File: config.mk
export PLATFORM = sky130hd
export DESIGN_NAME = buzzer_tone_gen_flat
export DESIGN_NICKNAME = d
export VERILOG_FILES = /design/src/rtl/buzzer_tone_gen_if.sv /design/src/rtl/buzzer_tone_gen.sv /design/src/flat_wrapper.sv
export SDC_FILE = /design/constraint.sdc
export NUM_CORES = 1
export LEC_CHECK = 0
export CAP_MARGIN = 20
export CORE_MARGIN = 3
export CORE_UTILIZATION = 50
export CTS_CLUSTER_SIZE = 12
export DETAILED_ROUTE_END_ITERATION = 10
export PLACE_DENSITY = 0.7
export SETUP_SLACK_MARGIN = 0.1
export SYNTH_ARGS = -nofsm -noshare
export SYNTH_HDL_FRONTEND = slang
export SYNTH_SLANG_ARGS = --single-unit
export TNS_END_PERCENT = 50
File: constraint.sdc
create_clock -name clk -period 7 [get_ports clk]
set_input_delay 1.4 -clock clk [delete_from_list [all_inputs] [get_ports clk]]
set_output_delay 1.4 -clock clk [all_outputs]
set_load 0.02 [all_outputs]
File: src/rtl/buzzer_tone_gen_if.sv
// Note request channel from the score sequencer/lookup stage into the tone generator.
interface buzzer_tone_gen_if #(
    parameter int DUR_W = 12
);
    logic             note_valid;
    logic             note_ready;
    logic [19:0]      note_cycle;
    logic [DUR_W-1:0] note_ms;

    modport master (output note_valid, output note_cycle, output note_ms, input note_ready);
    modport slave  (input note_valid, input note_cycle, input note_ms, output note_ready);
endinterface

File: src/rtl/buzzer_tone_gen.sv
// Square-wave buzzer driver: one note per valid/ready accept, registered outputs, ready only in IDLE.
// Define BUZZER_TONE_GAP_EN to add a GAP_MS silent gap after every note.
module buzzer_tone_gen #(
    parameter int CLK_FRE = 50,
    parameter int GAP_MS  = 10,
    parameter int DUR_W   = 12
) (
    input  logic                clk,
    input  logic                rst,
    buzzer_tone_gen_if.slave    note,
    output logic                buzzer,
    output logic                busy,
    output logic                note_done
);
    localparam int unsigned      MS_CLKS = CLK_FRE * 1000;
    localparam int               PW      = $clog2(MS_CLKS);
    localparam logic [PW-1:0]    PRE_MAX = PW'(MS_CLKS - 1);
    localparam logic [DUR_W-1:0] ONE     = DUR_W'(1);

    localparam logic [1:0] S_IDLE = 2'd0;
    localparam logic [1:0] S_TONE = 2'd1;
`ifdef BUZZER_TONE_GAP_EN
    localparam logic [1:0]       S_GAP    = 2'd2;
    localparam logic [DUR_W-1:0] GAP_LAST = DUR_W'(GAP_MS - 1);
`endif

    logic [1:0]       state;
    logic [19:0]      cyc_l;
    logic [DUR_W-1:0] ms_l;
    logic [19:0]      pcnt;
    logic [19:0]      pcnt_nxt;
    logic [PW-1:0]    presc;
    logic [DUR_W-1:0] mscnt;
    logic             accept;
    logic             pre_wrap;

    assign accept   = note.note_valid & note.note_ready;
    assign pre_wrap = (presc == PRE_MAX);

    // Cycle values 0 and 1 wrap every clock; half is then 0, so the buzzer stays low.
    always_comb begin
        pcnt_nxt = pcnt + 20'd1;
        if (pcnt_nxt >= cyc_l)
            pcnt_nxt = '0;
    end

    always_ff @(posedge clk) begin
        if (rst) begin
            state           <= S_IDLE;
            cyc_l           <= '0;
            ms_l            <= '0;
            pcnt            <= '0;
            presc           <= '0;
            mscnt           <= '0;
            buzzer          <= 1'b0;
            busy            <= 1'b0;
            note_done       <= 1'b0;
            note.note_ready <= 1'b0;
        end else begin
            note_done <= 1'b0;
            case (state)
                S_IDLE: begin
                    note.note_ready <= 1'b1;
                    if (accept) begin
                        cyc_l <= note.note_cycle;
                        ms_l  <= note.note_ms;
                        pcnt  <= '0;
                        presc <= '0;
                        mscnt <= '0;
                        if (note.note_ms != '0) begin
                            state           <= S_TONE;
                            busy            <= 1'b1;
                            note.note_ready <= 1'b0;
                            buzzer          <= (note.note_cycle >= 20'd2);
                        end else begin
`ifdef BUZZER_TONE_GAP_EN
                            state           <= S_GAP;
                            busy            <= 1'b1;
                            note.note_ready <= 1'b0;
`else
                            note_done       <= 1'b1;
`endif
                        end
                    end
                end
                S_TONE: begin
                    pcnt   <= pcnt_nxt;
                    buzzer <= (pcnt_nxt < (cyc_l >> 1));
                    if (pre_wrap) begin
                        presc <= '0;
                        mscnt <= mscnt + ONE;
                        if ((mscnt + ONE) == ms_l) begin
                            buzzer <= 1'b0;
                            mscnt  <= '0;
`ifdef BUZZER_TONE_GAP_EN
                            state  <= S_GAP;
`else
                            state           <= S_IDLE;
                            busy            <= 1'b0;
                            note_done       <= 1'b1;
                            note.note_ready <= 1'b1;
`endif
                        end
                    end else begin
                        presc <= presc + PW'(1);
                    end
                end
`ifdef BUZZER_TONE_GAP_EN
                S_GAP: begin
                    buzzer <= 1'b0;
                    if (pre_wrap) begin
                        presc <= '0;
                        mscnt <= mscnt + ONE;
                        if (mscnt == GAP_LAST) begin
                            mscnt           <= '0;
                            state           <= S_IDLE;
                            busy            <= 1'b0;
                            note_done       <= 1'b1;
                            note.note_ready <= 1'b1;
                        end
                    end else begin
                        presc <= presc + PW'(1);
                    end
                end
`endif
                default: begin
                    state  <= S_IDLE;
                    buzzer <= 1'b0;
                    busy   <= 1'b0;
                end
            endcase
        end
    end
endmodule

File: src/flat_wrapper.sv
// flat-port wrapper written by rule: the top's interface ports become plain ports
module buzzer_tone_gen_flat 
#(
    parameter int CLK_FRE = 50,
    parameter int GAP_MS  = 10,
    parameter int DUR_W   = 12
)
  (clk, rst, buzzer, busy, note_done, note_note_valid, note_note_cycle, note_note_ms, note_note_ready);
  buzzer_tone_gen_if #(.DUR_W(DUR_W)) note_i ();
  input  logic clk;
  input  logic rst;
  output logic buzzer;
  output logic busy;
  output logic note_done;
  input wire logic [$bits(note_i.note_valid)-1:0] note_note_valid;
  input wire logic [$bits(note_i.note_cycle)-1:0] note_note_cycle;
  input wire logic [$bits(note_i.note_ms)-1:0] note_note_ms;
  output wire logic [$bits(note_i.note_ready)-1:0] note_note_ready;
  assign note_i.note_valid = note_note_valid;
  assign note_i.note_cycle = note_note_cycle;
  assign note_i.note_ms = note_note_ms;
  assign note_note_ready = note_i.note_ready;
  buzzer_tone_gen #(.CLK_FRE(CLK_FRE), .GAP_MS(GAP_MS), .DUR_W(DUR_W)) u_core (.clk(clk), .rst(rst), .note(note_i), .buzzer(buzzer), .busy(busy), .note_done(note_done));
endmodule
Word level (Yosys, flattened, before mapping)
Cells that the tools add are included.
- bitwise operators: 1
- $lt $le $gt $ge: 3
- reductions and logical operators: 9
- add/sub/neg operators: 3
- divide/modulo/power cells: 0
- shift operators: 0
- multiplexer cells: 34
- eq/ne operators: 7
- multipliers: 0
- operators with widths (cell ; number):
    20-bit 2-to-1 mux ; 2
    20-bit one-hot mux with 2 select lines ; 1
    12-bit 2-to-1 mux ; 3
    16-bit 2-to-1 mux ; 2
    16-bit one-hot mux with 2 select lines ; 1
    12-bit one-hot mux with 2 select lines ; 1
    20-bit by 1-bit adder with 20-bit output, second input constant ; 1
    20-bit by 2-bit greater-or-equal comparator with 1-bit output, second input constant ; 1
    20-bit greater-or-equal comparator ; 1
    20-bit by 19-bit < comparator with 1-bit output ; 1
    16-bit by 1-bit adder with 16-bit output, second input constant ; 1
    16-bit equality test, second input constant ; 1
    1-bit 2-to-1 mux ; 15
    12-bit by 1-bit adder with 12-bit output, second input constant ; 1
    12-bit equality test ; 1
    12-bit nonzero test ; 1
    2-bit 2-to-1 mux ; 4
    2-bit by 1-bit inequality test with 1-bit output, second input constant ; 4
    1-bit one-hot mux with 2 select lines ; 4
    2-bit AND reduction ; 3
    3-bit AND reduction ; 2
    2-bit one-hot mux with 2 select lines ; 1
    4-bit AND reduction ; 1
    2-bit by 1-bit equality test with 1-bit output, second input constant ; 1
    3 further kinds ; 3
- register bits after elaboration: 86
- memory bits (writable): 0
- memories kept: 0
- bits of input ports: 35
- bits in latches: 0
- output and inout bits: 4
- word-level logic and storage cells: 67
- bits in read-only memories: 0

Logic depth before layout (Yosys ltp)
Gate-level depths: netlist (run 1).
- depth in word-level cells: 7
- depth in mapped cells: 22
- mapped depth without buffers: 20

Worst setup path before layout (run 1)
Ideal clock, no wire load.
- kind: register to register
- from: register u_core.pcnt[8]
- to: register u_core.buzzer
- period minus slack after synthesis: 5039 ps
- cell stages (with the launch flop): 21
- setup slack: 1961 ps
- required time: 6884 ps
- path buffers: 2
- library setup time: 116 ps
- data arrival time: 4923 ps
- cells stage by stage: dfxtp_1 -> and4_1 -> nand4_1 -> or4_1 -> and2_1 -> or2_2 -> ha_1 -> nand4_1 -> nor4_1 -> a311oi_1 -> a31oi_1 -> clkbuf_1 -> clkbuf_1 -> o21ba_2 -> ha_1 -> nand2_1 -> or3_1 -> nor4_1 -> and4b_1 -> o21bai_1 -> a31o_2
- cells in the longest elaborated chain, start to end: 7
- RTL lines (element ; RTL line ; source):
    start, declared ; buzzer_tone_gen.sv:30 ; logic [19:0] pcnt;
    start signal, assigned ; buzzer_tone_gen.sv:87 ; pcnt <= pcnt_nxt;
    20-bit by 1-bit adder with 20-bit output * ; buzzer_tone_gen.sv:42 ; pcnt_nxt = pcnt + 20'd1;
    20-bit greater-or-equal comparator ; buzzer_tone_gen.sv:43 ; if (pcnt_nxt >= cyc_l)
    20-bit 2-to-1 mux * ; buzzer_tone_gen.sv:43 ;
    20-bit by 19-bit < comparator with 1-bit output * ; buzzer_tone_gen.sv:88 ; buzzer <= (pcnt_nxt < (cyc_l >> 1));
    1-bit 2-to-1 mux ; buzzer_tone_gen.sv:92 ; if ((mscnt + ONE) == ms_l) begin
    1-bit 2-to-1 mux * ; buzzer_tone_gen.sv:89 ; if (pre_wrap) begin
    1-bit one-hot mux with 2 select lines * ; buzzer_tone_gen.sv:61 ; case (state)
    end signal, assigned ; buzzer_tone_gen.sv:74 ; buzzer <= (note.note_cycle >= 20'd2);
    end signal, assigned ; buzzer_tone_gen.sv:88 ;
    end, declared ; buzzer_tone_gen.sv:11 ; output logic buzzer,
Every way passes the cells marked *; elsewhere a longest branch is shown, timed or not.
A chain may end at the register's enable or synchronous reset.

Worst setup path after layout (run 1)
- from: register u_core.pcnt[0]
- to: register u_core.buzzer
Same word-level chain as after synthesis.

==> results of run 1 <==
-- cells by family (layout without fill, tap and decap cells) --
| kind of cell | after synthesis | count (layout) |
|---|---|---|
| fa+ha+maj | 41 | 41 |
| xor+xnor | 27 | 27 |
| buf+inv | 63 | 83 |
| compound gates | 167 | 167 |
| simple gates | 324 | 324 |
| flops | 84 | 84 |
| mux | 3 | 3 |
-- state kept, by name (all words and copies together) (netlist names) --
| signal | flops |
|---|---|
| u_core.mscnt | 12 |
| u_core.cyc_l | 20 |
| u_core.note.note_ready | 1 |
| u_core.ms_l | 12 |
| u_core.buzzer | 1 |
| u_core.pcnt | 20 |
| u_core.note_done | 1 |
| u_core.busy | 1 |
| u_core.presc | 16 |
-- per-layer routing --
layer | vias to the layer above | global-route usage, %
li1 | 2561 | -
met2 | 73 | 37.0
met1 | 2329 | 25.1
met3 | 19 | 4.99
met4 | 0 | 5.75
met5 | - | 0
-- layout by cell type (no fill, tap or decap), types with 7 or more instances in the layout --
master	count
and3_1	8
nor3b_1	8
or2_2	9
dfxtp_1	84
xnor2_1	15
nor4_1	15
nand2_1	118
xor2_1	12
a21oi_1	64
nand4_1	12
nand3_1	26
clkbuf_8	11
o21ai_0	32
ha_1	41
nor2b_1	25
a22oi_1	15
nor2_1	56
a311oi_1	7
inv_1	26
nor3_1	10
clkdlybuf4s50_1	37
-- path summary, 6_finish.rpt --
path,from,to,slack [ps],depth (start not counted)
setup / recovery,u_core.pcnt[0],u_core.buzzer,1640,18
hold / removal,u_core.cyc_l[9],u_core.cyc_l[9],460,2
setup reg to reg,u_core.pcnt[0],u_core.buzzer,1640,18
hold reg to reg,u_core.cyc_l[9],u_core.cyc_l[9],460,2
-- layout make-up --
class / count / area [µm²] / area share [%]
Multi-Input combinational cell: 562 / 3480 / 57.6
Tap cell: 136 / 170 / 2.81
Timing Repair Buffer: 42 / 417 / 6.89
Sequential cell: 84 / 1680 / 27.8
Clock inverter: 4 / 48.8 / 0.807
Clock buffer: 11 / 151 / 2.50
Inverter: 26 / 97.6 / 1.61
-- power groups by stage --
stage                     Clock [mW]  Combinational [mW]  Sequential (mW)
after global placement             0               0.163            0.515
after global routing           0.387               0.192            0.507
after CTS                      0.365               0.170            0.504
final                          0.355               0.172            0.505
after floorplan                    0               0.114            0.513
after detailed placement           0               0.169            0.516
-- worst max-delay path, cell delays in order (launching register included) --
cell      delay (ps)
dfxtp_1          450
and3_1           210
nand4_1          200
or4_1            500
and2_1           200
or2_2            300
ha_1             320
nand4_1          160
nor4_1           310
a311oi_1          90
a31oi_1          590
o21ba_2          260
ha_1             290
nand2_1           60
or3_1            380
nor4_1           400
and4b_1          260
o21bai_1          70
a31o_2           230
-- per-stage QoR --
step | cell area [µm²] | utilization [%]
after global placement | 5820 | 55.6
after detailed placement | 5830 | 55.8
final | 6050 | 57.8
after global routing | 6050 | 57.8
after CTS | 6030 | 57.7
after floorplan | 5460 | -
==> insert_results.sql, run 1 <==
INSERT INTO impl_metrics (metric_group, metric, value, unit) VALUES
('outcome', 'outcome', 'finished clean', ''),
('sta', 'hold_slack', '457', 'ps'),
('logic_synthesis', 'ys_types', '66', ''),
('power_and_ir_drop', 'share_seq_of_total_power', '48.9', '%'),
('sta', 'fin_skew', '14.2', 'ps'),
('logic_synthesis', 'muxShareOfSynthArea', '0.595', '%'),
('floorplan', 'row_count', '37', ''),
('logic_synthesis', 'synth.top_cells.by_count', '118 x nand2_1, 84 x dfxtp_1, 65 x a21oi_1, 57 x nor2_1, 41 x ha_1', ''),
('global_routing', 'largest_net_degree_at_the_start_of_global_routing', '78', ''),
('floorplan', 'coreArea', '10500', 'µm²'),
('power_and_ir_drop', 'power.net_switching', '0.288', 'mW'),
('routing', 'met3_wire_len', '437', 'µm'),
('clock_network', 'clock_sink_count', '84', ''),
('routing', 'detail_route.iter0.violations', '346', ''),
('logic_synthesis', 'synth_area', '5460', 'µm²'),
('power_and_ir_drop', 'comb_power_share', '16.6', '%'),
('power_and_ir_drop', 'max-vdd-ir-drop', '0.142', 'mV'),
('power_and_ir_drop', 'leakage', '2.26', 'nW'),
('power_and_ir_drop', 'power.switching_fraction', '27.9', '%'),
('sta', 'timing.fmax', '0.187', 'GHz'),
('logic_synthesis', 'yosys.cell_count.top_type', 'nand2_1', ''),
('floorplan', 'design.die.area', '12200', 'µm²'),
('final_layout', 'finalNetCount', '801', ''),
('critical_path', 'setup.worst_path.class', 'register to register', ''),
('floorplan', 'die_y', '111', 'µm'),
('logic_synthesis', 'post_syn_area_per_cell', '7.71', 'µm²'),
('routing', 'route.final.wire_length', '12700', 'µm'),
('clock_network', 'cts-hold-fix-buffers', '0', ''),
('placement', 'io_buffer_count', '38', ''),
('logic_synthesis', 'yosys_most_used_dff', 'dfxtp_1', ''),
('critical_path', 'worstPathMaxFanout', '8', ''),
('logic_synthesis', 'synth.ff_latch_count', '84', ''),
('routing', 'vias_per_cell', '5.76', ''),
('floorplan', 'floorplan.io_pins', '39', ''),
('logic_synthesis', 'synth_top_area_cell', 'dfxtp_1', ''),
('floorplan', 'die_width', '111', 'µm'),
('clock_network', 'htree_num_levels', '3', ''),
('sta', 'finalWorstSetupSlack', '1640', 'ps'),
('clock_network', 'cts_root_buffer', 'clkbuf_8', ''),
('critical_path', 'critical_path.startpoint_type', 'register', ''),
('routing', 'drt-pass1-iter-count', '5', ''),
('clock_network', 'cts_buffer_depth', '2', ''),
('final_layout', 'area_delta_synth_final', '10.7', '%'),
('global_routing', 'global_route_wire_length_before_repair', '21600', 'µm'),
('floorplan', 'initial_utilization', '52.2', '%'),
('clock_network', 'cts.reportedPaths.clkPinSlew', '80', 'ps'),
('placement', 'dp_cells', '849', ''),
('sta', 'tightestPinTransition', '1100', 'ps'),
('sta', 'fin_tns_setup', '0', 'ps'),
('placement', 'gpl.final_weighted_congestion', '0.900', ''),
('final_layout', 'final.fill_count', '991', ''),
('routing', 'm1WireLength', '5690', 'µm'),
('sta', 'post-route-period-util', '76.6', '%'),
('final_layout', 'drive_gt1_share', '7.00', '%'),
('logic_synthesis', 'yosys.area_share.simple', '29.7', '%'),
('critical_path', 'cp_data_required_time', '7260', 'ps'),
('routing', 'drc', '0', ''),
('routing', 'top_routing_layer_used', 'met4', ''),
('routing', 'routed_wire_length_per_instance', '14.7', 'µm'),
('clock_network', 'post_cts.repair.setup_buffers', '0', ''),
('logic_synthesis', 'synthesized_netlist_net_count', '785', ''),
('placement', 'hpwl', '9480', 'µm'),
('clock_network', 'tritoncts.num_buffers', '9', ''),
('power_and_ir_drop', 'int_power', '0.744', 'mW'),
('routing', 'met2_wirelength', '6330', 'µm'),
('logic_synthesis', 'synth_compound_area_share', '19.6', '%'),
('power_and_ir_drop', 'p_total', '1.03', 'mW'),
('logic_synthesis', 'yosysTopAreaCellShare', '30.8', '%'),
('final_layout', 'layoutNonFillerInstCount', '865', ''),
('sta', 'rsz0062_at_grt', 'no', ''),
('global_routing', 'grt_use_total', '20.9', '%');
No activity file was read; power rests on OpenSTA's default activity.
==> run 2, diff against run 1 <==
==> constraint.sdc (replaced) <==
create_clock -name clk -period 5.25 [get_ports clk]
set_input_delay 1.05 -clock clk [delete_from_list [all_inputs] [get_ports clk]]
set_output_delay 1.05 -clock clk [all_outputs]
set_load 0.02 [all_outputs]
==> run 2 against run 1 <==
Against the previous run: clock skew down 4.3 ps; clock-buffer cell count unchanged; power up 39%; sequential power up 33%; via count up 1.7%; core utilization up 1.1 points; combinational power up 47%; sequential share of layout area down 0.50 points; global-route usage up 0.74 points; first-iteration DRC count down 3.2%; critical path type unchanged; critical endpoint unchanged; largest power group unchanged; highest routed layer unchanged.
==> insert_results.sql, run 2 (synthesis gave the netlist of run 1 again) <==
INSERT INTO impl_metrics (metric_group, metric, value, unit) VALUES
('final_layout', 'final.fill_count', '983', ''),
('clock_network', 'tritoncts.num_buffers', '9', ''),
('clock_network', 'cts_root_buffer', 'clkbuf_8', ''),
('critical_path', 'cp_top_family', 'simple AND/OR/NAND/NOR gates', ''),
('critical_path', 'critical_path.startpoint_type', 'register', ''),
('critical_path', 'cp_data_required_time', '5520', 'ps'),
('power_and_ir_drop', 'leakage', '2.32', 'nW'),
('sta', 'timing.fmax', '0.205', 'GHz'),
('power_and_ir_drop', 'int_power', '1.04', 'mW'),
('power_and_ir_drop', 'power.density_cell_area', '233', 'nW/µm²'),
('final_layout', 'finish.utilization', '58.9', '%'),
('sta', 'fin_skew', '9.90', 'ps'),
('global_routing', 'antenna_violations_before_repair', '0', ''),
('critical_path', 'critical_path_depth', '19', ''),
('final_layout', 'fin_area', '6170', 'µm²'),
('routing', 'detail_route.iter0.violations', '335', ''),
('power_and_ir_drop', 'power.net_switching', '0.395', 'mW'),
('clock_network', 'htree_num_levels', '3', ''),
('critical_path', 'worst-path-buf-inv', '1', ''),
('global_routing', 'global_route_wire_length_before_repair', '22200', 'µm'),
('power_and_ir_drop', 'power.switching_fraction', '27.5', '%'),
('global_routing', 'grt-ovfl-total', '0', ''),
('sta', 'final_hold_viol_count', '0', ''),
('final_layout', 'mostFrequentLayoutCell', 'nand2_1', ''),
('critical_path', 'end_kind', 'register', ''),
('sta', 'tightestPinTransition', '852', 'ps'),
('floorplan', 'floorplan.io_pins', '39', ''),
('global_routing', 'largest_net_degree_at_the_start_of_global_routing', '49', ''),
('placement', 'io_buffer_count', '38', ''),
('placement', 'gpl.final_weighted_congestion', '0.894', ''),
('hold_path', 'timing.hold.worst.class', 'register to register', ''),
('critical_path', 'crit_chain', 'and4_1, nand4_1, or4_4, and2_1, or2_2, ha_1, nand4_1, nor4_2, a311oi_1, a31oi_1, buf_4, o21ba_2, ha_1, nand2_1, or3_1, nor4_4, and4b_1, o21bai_1, a31o_2', ''),
('sta', 'count_of_final_setup_violators', '0', ''),
('routing', 'routed_wire_length_per_instance', '15.2', 'µm'),
('final_layout', 'antenna_cells', '0', ''),
('critical_path', 'slowest_stage', 'or4_4', ''),
('floorplan', 'coreArea', '10500', 'µm²'),
('sta', 'slew_headroom', '43.2', '%'),
('sta', 'fin_tns_setup', '0', 'ps'),
('outcome', 'outcome', 'finished clean', ''),
('placement', 'dpl_cell_area', '5860', 'µm²'),
('power_and_ir_drop', 'max-vdd-ir-drop', '0.163', 'mV'),
('final_layout', 'area_delta_synth_final', '12.9', '%'),
('sta', 'rsz0062_at_grt', 'no', ''),
('sta', 'hold_slack', '460', 'ps'),
('floorplan', 'die_y', '111', 'µm'),
('final_layout', 'top_regs', 'u_core.cyc_l x20, u_core.pcnt x20, u_core.presc x16', ''),
('final_layout', 'finalNetCount', '809', ''),
('job', 'max_cap_violations', '0', ''),
('critical_path', 'worstRegToRegCells', '19', ''),
('routing', 'drt-pass1-iter-count', '7', ''),
('global_routing', 'grt_pass1_vias', '4825', ''),
('clock_network', 'cts.reportedPaths.clkPinSlew', '80', 'ps'),
('sta', 'finalWorstSetupSlack', '373', 'ps'),
('hold_path', 'hold_depth', '2', ''),
('placement', 'hpwl', '9660', 'µm'),
('power_and_ir_drop', 'power_frac_clock', '35.8', '%'),
('clock_network', 'clock_sink_count', '84', ''),
('routing', 'postRouteAntennaNets', '0', ''),
('global_routing', 'grt_use_total', '21.6', '%'),
('routing', 'route.final.wire_length', '13200', 'µm'),
('placement', 'worst_slack_at_placement', '172', 'ps'),
('floorplan', 'die_width', '111', 'µm'),
('power_and_ir_drop', 'share_seq_of_total_power', '46.7', '%'),
('floorplan', 'row_count', '37', ''),
('clock_network', 'cts_buffer_depth', '2', ''),
('routing', 'vias_per_cell', '5.80', ''),
('critical_path', 'max_stage_delay', '470', 'ps'),
('sta', 'period_needed', '4880', 'ps'),
('critical_path', 'worstPathMaxFanout', '7', ''),
('floorplan', 'design.die.area', '12200', 'µm²'),
('routing', 'via_count', '5068', ''),
('sta', 'post-route-period-util', '92.9', '%'),
('floorplan', 'initial_utilization', '52.2', '%'),
('critical_path', 'critical_path_arrival', '5140', 'ps'),
('clock_network', 'cts_tree', 'done', ''),
('clock_network', 'clock_latency', '380', 'ps'),
('power_and_ir_drop', 'comb_power_share', '17.5', '%'),
('sta', 'maxSlewViolCount', '0', ''),
('critical_path', 'setup.worst_path.class', 'register to register', ''),
('routing', 'drc', '0', ''),
('final_layout', 'drive_gt1_share', '8.94', '%'),
('final_layout', 'mostFrequentLayoutCells', '118 x nand2_1, 82 x dfxtp_1, 64 x a21oi_1', '');
run 2: cell count changes in the layout (fill, tap and decap cells not counted), sizes merged:
cell and change:
buf +8, bufinv +1
run 2: power by group through the flow:
stage	Sequential, mW	Clock [mW]	Combinational (mW)
floorplan	0.683	0	0.152
global placement	0.686	0	0.225
detailed placement	0.686	0	0.231
CTS	0.671	0.527	0.232
global route	0.674	0.554	0.280
finish	0.671	0.515	0.252
run 2: path summary, 6_finish.rpt:
check                         from               end  slack, ps
setup / recovery    u_core.pcnt[6]     u_core.buzzer        370
hold reg to reg   u_core.cyc_l[18]  u_core.cyc_l[18]        460
setup reg to reg    u_core.pcnt[6]     u_core.buzzer        370
hold / removal    u_core.cyc_l[18]  u_core.cyc_l[18]        460
run 2: metrics by stage:
stage	instances	power (mW)
final	874	1.44
after global routing	874	1.51
after CTS	869	1.43
after detailed placement	853	0.917
after global placement	853	0.911
after floorplan	709	0.836
run 2: final cells by class:
cell class                      instances  area (µm²)  share of cell area, %
Clock buffer                           11         141                   2.29
Clock inverter                          5        75.1                   1.22
Multi-Input combinational cell        562        3520                   57.1
Sequential cell                        84        1680                   27.3
Inverter                               26        97.6                   1.58
Tap cell                              136         170                   2.76
Timing Repair Buffer                   50         480                   7.79
run 2: layer usage:
layer / wire length, µm / vias to the layer above / track usage (%) / part of all wire (%)
met1: 5750 / 2380 / 26.6 / 43
li1: - / 2568 / - / -
met5: 0 / - / 0 / 0
met3: 465 / 19 / 3.18 / 3.5
met2: 6750 / 101 / 37.8 / 51
met4: 275 / 0 / 8.46 / 2.1
run 2: repair_timing:
action,4_1_cts,5_1_grt
hold buffers,0,0
setup endpoints to repair,0,1
resized for setup,0,10
buffers inserted,0,3
run 2: tightest hold or removal path: cells and delay by family, from the launching register on:
| family | cells | cell delay (ps) |
|---|---|---|
| AOI/OAI and AO/OA | 1 | 50 |
| DFF | 1 | 310 |
| and+or+nand+nor | 1 | 50 |
==> run 3, diff against run 2 <==
--- a/config.mk
+++ b/config.mk
@@ -10,6 +10,7 @@
 export CORE_UTILIZATION = 50
 export CTS_CLUSTER_SIZE = 12
 export DETAILED_ROUTE_END_ITERATION = 10
+export MAX_ROUTING_LAYER = met4
 export PLACE_DENSITY = 0.7
 export SETUP_SLACK_MARGIN = 0.1
 export SYNTH_ARGS = -nofsm -noshare
==> run 3 against run 2 <==
Against the previous run: combinational power fell by 2%; sequential share of layout area increased by 0.32 points; hold slack got worse by 3.9 ps; core utilization down 0.60 points; clock-buffer cell count is 1 lower; final cell count shrank 0.11%; via count is 0.37% lower; clock skew fell by 1.8 ps; clock power decreased by 20%; setup slack lost 16 ps; wire length grew 0.56%; largest power group unchanged.
==> insert_results.sql, run 3 (synthesis gave the netlist of run 1 again) <==
INSERT INTO impl_metrics (metric_group, metric, value, unit) VALUES
('outcome', 'outcome', 'finished clean', ''),
('routing', 'detail_route.iter0.violations', '444', ''),
('sta', 'post-route-period-util', '93.2', '%'),
('critical_path', 'cp-startpoint', 'u_core.pcnt[8]', ''),
('critical_path', 'worstPathMaxFanout', '8', ''),
('critical_path', 'setup.worst_path.class', 'register to register', ''),
('critical_path', 'cp_data_required_time', '5520', 'ps'),
('floorplan', 'coreArea', '10500', 'µm²'),
('power_and_ir_drop', 'power.net_switching', '0.398', 'mW'),
('critical_path', 'max_stage_delay', '480', 'ps'),
('clock_network', 'htree_num_levels', '3', ''),
('sta', 'fin_skew', '8.13', 'ps'),
('global_routing', 'grt-ovfl-total', '0', ''),
('sta', 'timing.fmax', '0.204', 'GHz'),
('power_and_ir_drop', 'power.density_cell_area', '218', 'nW/µm²'),
('global_routing', 'grt_pass1_vias', '4875', ''),
('sta', 'fin_tns_setup', '0', 'ps'),
('power_and_ir_drop', 'comb_power_share', '18.6', '%'),
('clock_network', 'clock_sink_count', '84', ''),
('routing', 'vias_per_cell', '5.78', ''),
('routing', 'drc', '0', ''),
('critical_path', 'end_kind', 'register', ''),
('clock_network', 'cts_tree', 'done', ''),
('placement', 'io_buffer_count', '38', ''),
('job', 'max_cap_violations', '0', ''),
('final_layout', 'finalNetCount', '808', ''),
('sta', 'slew_headroom', '30.2', '%'),
('routing', 'route.final.wire_length', '13300', 'µm'),
('floorplan', 'initial_utilization', '52.2', '%'),
('global_routing', 'grt_use_total', '22.6', '%'),
('floorplan', 'die_y', '111', 'µm'),
('global_routing', 'global_route_wire_length_before_repair', '22600', 'µm'),
('routing', 'via_count', '5049', ''),
('hold_path', 'timing.hold.worst.class', 'register to register', ''),
('floorplan', 'design.die.area', '12200', 'µm²'),
('routing', 'postRouteAntennaNets', '0', ''),
('power_and_ir_drop', 'power_frac_clock', '30.9', '%'),
('power_and_ir_drop', 'int_power', '0.932', 'mW'),
('final_layout', 'final.fill_count', '986', ''),
('placement', 'hpwl', '9980', 'µm'),
('clock_network', 'cts_root_buffer', 'clkbuf_8', ''),
('floorplan', 'die_width', '111', 'µm'),
('clock_network', 'cts_buffer_depth', '2', ''),
('sta', 'tightestPinTransition', '1050', 'ps'),
('final_layout', 'mostFrequentLayoutCell', 'nand2_1', ''),
('critical_path', 'critical_path.startpoint_type', 'register', ''),
('sta', 'maxSlewViolCount', '0', ''),
('final_layout', 'antenna_cells', '0', ''),
('final_layout', 'finish.utilization', '58.3', '%'),
('power_and_ir_drop', 'leakage', '2.28', 'nW'),
('critical_path', 'slowest_stage', 'or4_4', ''),
('final_layout', 'top_regs', 'u_core.cyc_l x20, u_core.pcnt x20, u_core.presc x16', ''),
('global_routing', 'largest_net_degree_at_the_start_of_global_routing', '47', ''),
('clock_network', 'clock_latency', '370', 'ps'),
('sta', 'final_hold_viol_count', '0', ''),
('critical_path', 'worstSetupEndpoint', 'u_core.buzzer', ''),
('floorplan', 'floorplan.io_pins', '39', ''),
('routing', 'drt-pass1-iter-count', '5', ''),
('sta', 'count_of_final_setup_violators', '0', ''),
('clock_network', 'cts.reportedPaths.clkPinSlew', '80', 'ps'),
('critical_path', 'critical_path_arrival', '5160', 'ps'),
('critical_path', 'rr_startpoint', 'u_core.pcnt[8]', ''),
('power_and_ir_drop', 'share_seq_of_total_power', '50.5', '%'),
('critical_path', 'endpoint_of_the_lowest_slack_register_to_register_path', 'u_core.buzzer', ''),
('clock_network', 'tritoncts.num_buffers', '9', ''),
('sta', 'period_needed', '4890', 'ps'),
('critical_path', 'worstRegToRegCells', '19', ''),
('power_and_ir_drop', 'max-vdd-ir-drop', '0.168', 'mV'),
('critical_path', 'r2r_slack', '360', 'ps'),
('critical_path', 'crit_chain', 'and4_1, nand4_1, or4_4, and2_1, or2_2, ha_1, nand4_1, nor4_2, a311oi_1, a31oi_1, buf_4, o21ba_2, ha_1, nand2_1, or3_1, nor4_4, and4b_1, o21bai_1, a31o_2', ''),
('final_layout', 'area_delta_synth_final', '11.7', '%'),
('power_and_ir_drop', 'power.switching_fraction', '29.9', '%'),
('final_layout', 'mostFrequentLayoutCells', '118 x nand2_1, 80 x dfxtp_1, 64 x a21oi_1', ''),
('floorplan', 'row_count', '37', ''),
('placement', 'gpl.final_weighted_congestion', '0.892', ''),
('global_routing', 'antenna_violations_before_repair', '0', ''),
('final_layout', 'drive_gt1_share', '8.96', '%'),
('sta', 'rsz0062_at_grt', 'no', ''),
('routing', 'routed_wire_length_per_instance', '15.3', 'µm');
==> run 3: cell types whose count changed in the layout (fill, tap and decap cells not counted), sizes merged <==
cell / previous run / this run
clkinvlp: 0 / 3
bufinv: 2 / 0
buf: 13 / 12
clkbuf: 11 / 10
==> run 3: per-layer routing <==
layer | GRT usage, % | up-vias | part of all wire, %
met2 | 38.1 | 85 | 50
met4 | 7.88 | 0 | 2.4
li1 | - | 2569 | -
met1 | 26.4 | 2372 | 44
met3 | 5.32 | 23 | 3.5
met5 | - | - | 0
==> run 3: final cells by class <==
type / instances / area (µm²) / share of cell area [%]
Inverter: 26 / 97.6 / 1.60
Multi-Input combinational cell: 562 / 3520 / 57.6
Clock inverter: 6 / 41.3 / 0.676
Tap cell: 136 / 170 / 2.79
Sequential cell: 84 / 1690 / 27.6
Timing Repair Buffer: 49 / 465 / 7.62
Clock buffer: 10 / 128 / 2.09
==> run 3: what timing repair did <==
| action | CTS | global route |
|---|---|---|
| setup endpoints to repair | 1 | 1 |
| resized for setup | 1 | 9 |
| hold buffers | 0 | 0 |
| pin swaps | 0 | 3 |
| buffers inserted | 0 | 3 |
==> run 3: how the worst min path moves through the flow <==
stage                     startpoint               end  cells past startpoint
floorplan           u_core.cyc_l[10]  u_core.cyc_l[10]                      2
global placement    u_core.cyc_l[13]  u_core.cyc_l[13]                      2
detailed placement   u_core.cyc_l[6]   u_core.cyc_l[6]                      2
CTS                  u_core.cyc_l[6]   u_core.cyc_l[6]                      2
global route        u_core.cyc_l[14]  u_core.cyc_l[14]                      2
finish              u_core.cyc_l[14]  u_core.cyc_l[14]                      2
==> run 3: metrics by stage <==
step	setup WS (ps)	power [mW]	instance area [µm²]	hold WS (ps)	cells
finish	356	1.33	6100	456	873
global route	31.7	1.41	6100	476	873
CTS	140	1.33	6050	458	870
global placement	303	0.911	5860	444	853
floorplan	211	0.836	5460	436	709
detailed placement	119	0.919	5870	447	854
==> run 3: power groups by stage <==
stage                     combinational (mW)  clock, mW  sequential (mW)
final                                  0.247      0.411            0.671
after global routing                   0.275      0.459            0.675
after CTS                              0.236      0.427            0.671
after detailed placement               0.233          0            0.687
after global placement                 0.225          0            0.686
after floorplan                        0.152          0            0.683
==> run 3: worst max-delay path, delay by kind of cell, from the launching register on <==
kind,cells,cell delay (ps)
fa+ha+maj,2,590
buf+inv,1,190
compound gates,5,730
flops,1,390
simple gates,11,2880
